`config.mk`:
```
export PLATFORM = sky130hd
export DESIGN_NAME = trap_controller
export DESIGN_NICKNAME = d
export VERILOG_FILES = /design/src/rtl/trap_pkg.sv /design/src/rtl/trap_csr_file.sv /design/src/rtl/trap_controller.sv
export SDC_FILE = /design/constraint.sdc
export NUM_CORES = 1
export LEC_CHECK = 0
export BUFFER_PORTS_ARGS = -buffer_cell sky130_fd_sc_hd__buf_2
export CORE_MARGIN = 2
export CORE_UTILIZATION = 30
export CTS_CLUSTER_DIAMETER = 100
export CTS_CLUSTER_SIZE = 24
export DETAILED_ROUTE_END_ITERATION = 10
export PLACE_DENSITY = 0.64
export SETUP_SLACK_MARGIN = 0.4
export SYNTH_ARGS = -nofsm -noshare
export SYNTH_HDL_FRONTEND = slang
export SYNTH_SLANG_ARGS = --single-unit
```
`constraint.sdc`:
```
create_clock -name clk -period 5.8 [get_ports clk]
set_input_delay 0.87 -clock clk [delete_from_list [all_inputs] [get_ports clk]]
set_output_delay 0.87 -clock clk [all_outputs]
set_load 0.1 [all_outputs]
```
`src/rtl/trap_pkg.sv`:
```
// Shared types and constants for the supervisor trap controller.
// Imported by the CSR file and the sequencing FSM.
package trap_pkg;

  typedef enum logic [2:0] {
    IDLE,
    T_FLUSH,
    T_REDIR,
    R_FLUSH,
    R_REDIR
  } state_t;

  localparam logic [11:0] SSTATUS = 12'h100;
  localparam logic [11:0] STVEC   = 12'h105;
  localparam logic [11:0] SEPC    = 12'h141;
  localparam logic [11:0] SCAUSE  = 12'h142;

  localparam int SIE_BIT  = 1;
  localparam int SPIE_BIT = 5;

  localparam logic [7:0] ECALL     = 8'h08;
  localparam logic [7:0] ILLEGAL   = 8'h02;
  localparam logic [7:0] MISALIGN  = 8'h00;
  localparam logic [7:0] IRQ_CAUSE = 8'h89;

  localparam logic [31:0] TVEC_RESET = 32'h0000_0100;

  typedef struct packed {
    logic        take;
    logic        ret;
    logic [31:0] epc;
    logic [7:0]  cause;
  } hw_upd_t;

  function automatic logic [31:0] tvec_base(
    input logic [31:0] v
  );
    return {v[31:2], 2'b00};
  endfunction

endpackage

```
`src/rtl/trap_csr_file.sv`:
```
// Supervisor trap CSRs: sstatus, stvec, sepc, scause.
// Software writes first, hardware trap/return updates override.
module trap_csr_file
  import trap_pkg::*;
(
  input  logic        clk,
  input  logic        rst,
  input  logic        csr_we,
  input  logic [11:0] csr_addr,
  input  logic [31:0] csr_wdata,
  input  hw_upd_t     upd,
  output logic [31:0] csr_rdata,
  output logic        sie,
  output logic [31:0] stvec,
  output logic [31:0] sepc
);

  logic       spie;
  logic [7:0] scause;

  always_ff @(posedge clk or posedge rst) begin
    if (rst) begin
      sie    <= 1'b0;
      spie   <= 1'b0;
      stvec  <= tvec_base(TVEC_RESET);
      sepc   <= '0;
      scause <= '0;
    end else begin
      if (csr_we) begin
        unique case (csr_addr)
          SSTATUS: begin
            sie  <= csr_wdata[SIE_BIT];
            spie <= csr_wdata[SPIE_BIT];
          end
          STVEC:  stvec  <= tvec_base(csr_wdata);
          SEPC:   sepc   <= csr_wdata;
          SCAUSE: scause <= csr_wdata[7:0];
          default: ;
        endcase
      end
      // later assignments win: hardware beats a colliding write
      if (upd.take) begin
        sepc   <= upd.epc;
        scause <= upd.cause;
        spie   <= sie;
        sie    <= 1'b0;
      end else if (upd.ret) begin
        sie  <= spie;
        spie <= 1'b1;
      end
    end
  end

  always_comb begin
    csr_rdata = '0;
    unique case (csr_addr)
      SSTATUS: begin
        csr_rdata[SIE_BIT]  = sie;
        csr_rdata[SPIE_BIT] = spie;
      end
      STVEC:   csr_rdata = stvec;
      SEPC:    csr_rdata = sepc;
      SCAUSE:  csr_rdata = {24'b0, scause};
      default: csr_rdata = '0;
    endcase
  end

endmodule

```
`src/rtl/trap_controller.sv`:
```
// Trap entry / return sequencer driving flush, stall and redirect.
// All pipeline controls decode from registered state only.
module trap_controller
  import trap_pkg::*;
(
  input  logic        clk,
  input  logic        rst,
  input  logic        ex_valid,
  input  logic        ex_int,
  input  logic [7:0]  ex_scause,
  input  logic        ex_mret,
  input  logic [31:0] ex_pc,
  input  logic        ext_irq,
  input  logic        csr_we,
  input  logic [11:0] csr_addr,
  input  logic [31:0] csr_wdata,
  output logic [31:0] csr_rdata,
  output logic        stall,
  output logic        flush,
  output logic        redirect_valid,
  output logic [31:0] redirect_pc,
  output logic        in_trap
);

  state_t      state_q;
  state_t      state_d;
  hw_upd_t     upd;
  logic        sie;
  logic [31:0] stvec;
  logic [31:0] sepc;
  logic        take_exc;
  logic        take_irq;
  logic        take_ret;

  trap_csr_file u_csr (
    .clk       (clk),
    .rst       (rst),
    .csr_we    (csr_we),
    .csr_addr  (csr_addr),
    .csr_wdata (csr_wdata),
    .upd       (upd),
    .csr_rdata (csr_rdata),
    .sie       (sie),
    .stvec     (stvec),
    .sepc      (sepc)
  );

  // one-hot event selects encode the priority
  assign take_exc = ex_valid & ex_int;
  assign take_irq = ex_valid & ~ex_int
                  & ext_irq & sie;
  assign take_ret = ex_valid & ~ex_int
                  & ~(ext_irq & sie) & ex_mret;

  always_ff @(posedge clk or posedge rst) begin
    if (rst) begin
      state_q <= IDLE;
      in_trap <= 1'b0;
    end else begin
      state_q <= state_d;
      if (upd.take)
        in_trap <= 1'b1;
      else if (upd.ret)
        in_trap <= 1'b0;
    end
  end

  always_comb begin
    state_d = state_q;
    upd     = '0;
    unique case (state_q)
      IDLE: begin
        unique case (1'b1)
          take_exc: begin
            upd.take  = 1'b1;
            upd.epc   = ex_pc;
            upd.cause = ex_scause;
            state_d   = T_FLUSH;
          end
          take_irq: begin
            upd.take  = 1'b1;
            upd.epc   = ex_pc;
            upd.cause = IRQ_CAUSE;
            state_d   = T_FLUSH;
          end
          take_ret: begin
            upd.ret = 1'b1;
            state_d = R_FLUSH;
          end
          default: ;
        endcase
      end
      T_FLUSH: state_d = T_REDIR;
      T_REDIR: state_d = IDLE;
      R_FLUSH: state_d = R_REDIR;
      R_REDIR: state_d = IDLE;
      default: state_d = IDLE;
    endcase
  end

  always_comb begin
    stall          = (state_q != IDLE);
    flush          = 1'b0;
    redirect_valid = 1'b0;
    redirect_pc    = '0;
    unique case (state_q)
      T_FLUSH: flush = 1'b1;
      R_FLUSH: flush = 1'b1;
      T_REDIR: begin
        redirect_valid = 1'b1;
        redirect_pc    = tvec_base(stvec);
      end
      R_REDIR: begin
        redirect_valid = 1'b1;
        redirect_pc    = sepc;
      end
      default: ;
    endcase
  end

endmodule

```
==> results.json <==
{
  "status": "completed",
  "netlist_area_um2": 4090,
  "insertion_delay_ps": 330,
  "period_share_pct": 75.2,
  "ys_seq_area_share_pct": 46.6,
  "min_to": "in_trap",
  "drive_gt1_share_pct": 34.0,
  "n_antenna_cell": 0,
  "cp_max_fo": 18,
  "num_rows": 42,
  "grt_remaining_overflow": 0,
  "ys_types": 38,
  "path_clk_slew_ps": 50,
  "cts_buffers": 9,
  "fp.dieH_um": 121,
  "finalHoldViolCount": 0,
  "final_cells": 752,
  "synthToLayoutAreaGrowth_pct": 30.0,
  "synth_ff_type": "dfrtp_1",
  "crit_type": "in2out",
  "routedWlPerCell_um": 17.1,
  "setup.worst_path.end_class": "output pin",
  "worstSetupStartpoint": "csr_addr[9]",
  "seq_area_um2": 1900,
  "synth_nets": 518,
  "die_w_um": 121,
  "hold_start": "in_trap",
  "layout_common_cells": "buf_2 (158), nand2_1 (81), dfrtp_1 (75)",
  "powerDensity_nw_per_um2": 367,
  "finalSetupTns_ps": 0,
  "place_inst": 736,
  "p_leak_nw": 2.75,
  "ant_nets": 0,
  "utilization_pct": 39.9,
  "cts-resized-gates": 0,
  "die_area_um2": 14600,
  "synth-seq-cells": 76,
  "max_freq_mhz": 229,
  "maxSlewHeadroom_pct": 19.9,
  "htreeDepth": 3,
  "hold_depth": 2,
  "dpl.hpwl_mm": 9.02,
  "postCtsSetupBuffers": 0,
  "required_ps": 4930,
  "max_cap_viol_count": 0,
  "reg2regPathDepth": 5,
  "rsz0062_at_grt": "no",
  "ir_drop_v": 0.000125,
  "multiInputGateArea_um2": 2050,
  "ctsHoldBuffers": 0,
  "grt_max_degree": 77,
  "start_kind": "input pin",
  "r2r-start": "state_q[0]",
  "post-route-min-period_ps": 4360,
  "hold_class": "reg2reg",
  "cts_tree": "done",
  "drc": 0,
  "io_pins": 159,
  "antenna_found_initial": 1,
  "fin_nets": 662,
  "fin_ws_ps": 1440,
  "clockRootBuffer": "clkbuf_16",
  "grt_pass1_wl_mm": 20.3,
  "pre_cts_ws_ps": 1410,
  "gp_congestion": 0.787,
  "skew_ps": 9.14,
  "maxSlewViolCount": 0,
  "ys_warn_count": 0,
  "synth_cells": 427,
  "reg2reg_slack_ps": 3530,
  "cts_buffer_depth": 2,
  "vias_per_cell": 5.24,
  "portBuffers": 158,
  "setup_viol": 0,
  "start_util_pct": 30.7,
  "crit_arrival_ps": 3490,
  "wirelength_mm": 12.9,
  "via_count": 3938,
  "clkSinkCount": 76,
  "grt_pass1_vias": 3951,
  "tightest_slew_ps": 1200,
  "drt_iter0_markers": 242,
  "rr_endpoint": "u_csr.scause[2]",
  "core_area_um2": 13300,
  "grt_use_total_pct": 18.1,
  "async_flop_share_pct": 100,
  "fill_cells": 1355,
  "layout_commonest_cell": "buf_2",
  "synth-edff-count": 0,
  "syn_area_per_cell_um2": 9.57,
  "dr.pass1.iters": 4
}
-- where the power goes --
group / leakage, nW / switching, mW / internal, mW
Clock: 0.125 / 0.199 / 0.302
Sequential: 0.930 / 0.123 / 0.690
Combinational: 1.69 / 0.453 / 0.181
-- how the worst max path moves through the flow --
stage                    endpoint  slack [ps]  depth (start not counted)
finish              csr_rdata[31]        1440                          6
global route        csr_rdata[16]        1290                          6
detailed placement  csr_rdata[31]        1410                          6
CTS                 csr_rdata[31]        1410                          6
global placement    csr_rdata[30]        1450                          6
floorplan            csr_rdata[0]         750                          5
-- synth_stat cells, types with 2 or more instances --
cell	number	area, um2
nand2_1	83	312
dfrtp_1	75	1880
a22o_1	60	526
nor2_1	42	158
a31oi_1	37	231
mux2_1	30	338
clkbuf_1	27	101
buf_2	7	35.0
nand3_1	7	35.0
o21ai_0	6	30.0
a221o_1	5	50.1
and2_1	5	31.3
inv_1	5	18.8
mux2_2	5	56.3
nor3b_1	3	22.5
nor4_1	3	18.8
or3_1	3	18.8
nand3b_1	2	15.0
or2_2	2	12.5
or4_1	2	15.0
-- sequential cells by signal (all words and copies together), names as in the netlist --
signal / cells
u_csr.sie: 1
state_q: 3
in_trap: 1
u_csr.sepc: 32
u_csr.stvec: 30
u_csr.spie: 1
u_csr.scause: 8
-- worst max-delay path, cell delays in order --
cell,delay [ps]
buf_2,100
or4b_1,670
nor4_4,820
buf_4,400
a22o_1,190
buf_2,420
-- final cells by class --
cell class / count / share of cell area, %
multi-input combinational: 312 / 38.6
sequential: 76 / 35.8
timing repair buffer: 167 / 16.2
clock buffer: 16 / 4.92
tap: 176 / 4.15
inverter: 5 / 0.377
-- logic make-up after synthesis --
group / count (synthesis) / share of synthesized area (%)
AO/OA/AOI/OAI: 112 / 21.2
buffers and inverters: 39 / 3.80
flip-flops: 76 / 46.6
multiplexers: 35 / 9.65
AND/OR/NAND/NOR: 165 / 18.8
-- metal layers --
layer  global-route usage (%)  share of wire (%)  wire length [um]  vias to the layer above
met5                        0              0.085                11                        -
met4                     6.54               0.88               113                        2
met3                     3.35                4.9               626                       10
met2                     30.5                 51              6520                      121
met1                     23.1                 44              5620                     1960
li1                         -                  -                 -                     1845
-- per-stage QoR --
step | hold WS [ps] | cell area [um2] | power, mW
floorplan | 480 | 4090 | 1.29
CTS | 475 | 5310 | 1.97
detailed placement | 461 | 5050 | 1.46
finish | 467 | 5310 | 1.95
global placement | 457 | 5050 | 1.44
global route | 525 | 5310 | 2.07
Note: power is estimated with default switching activity, not from simulation.
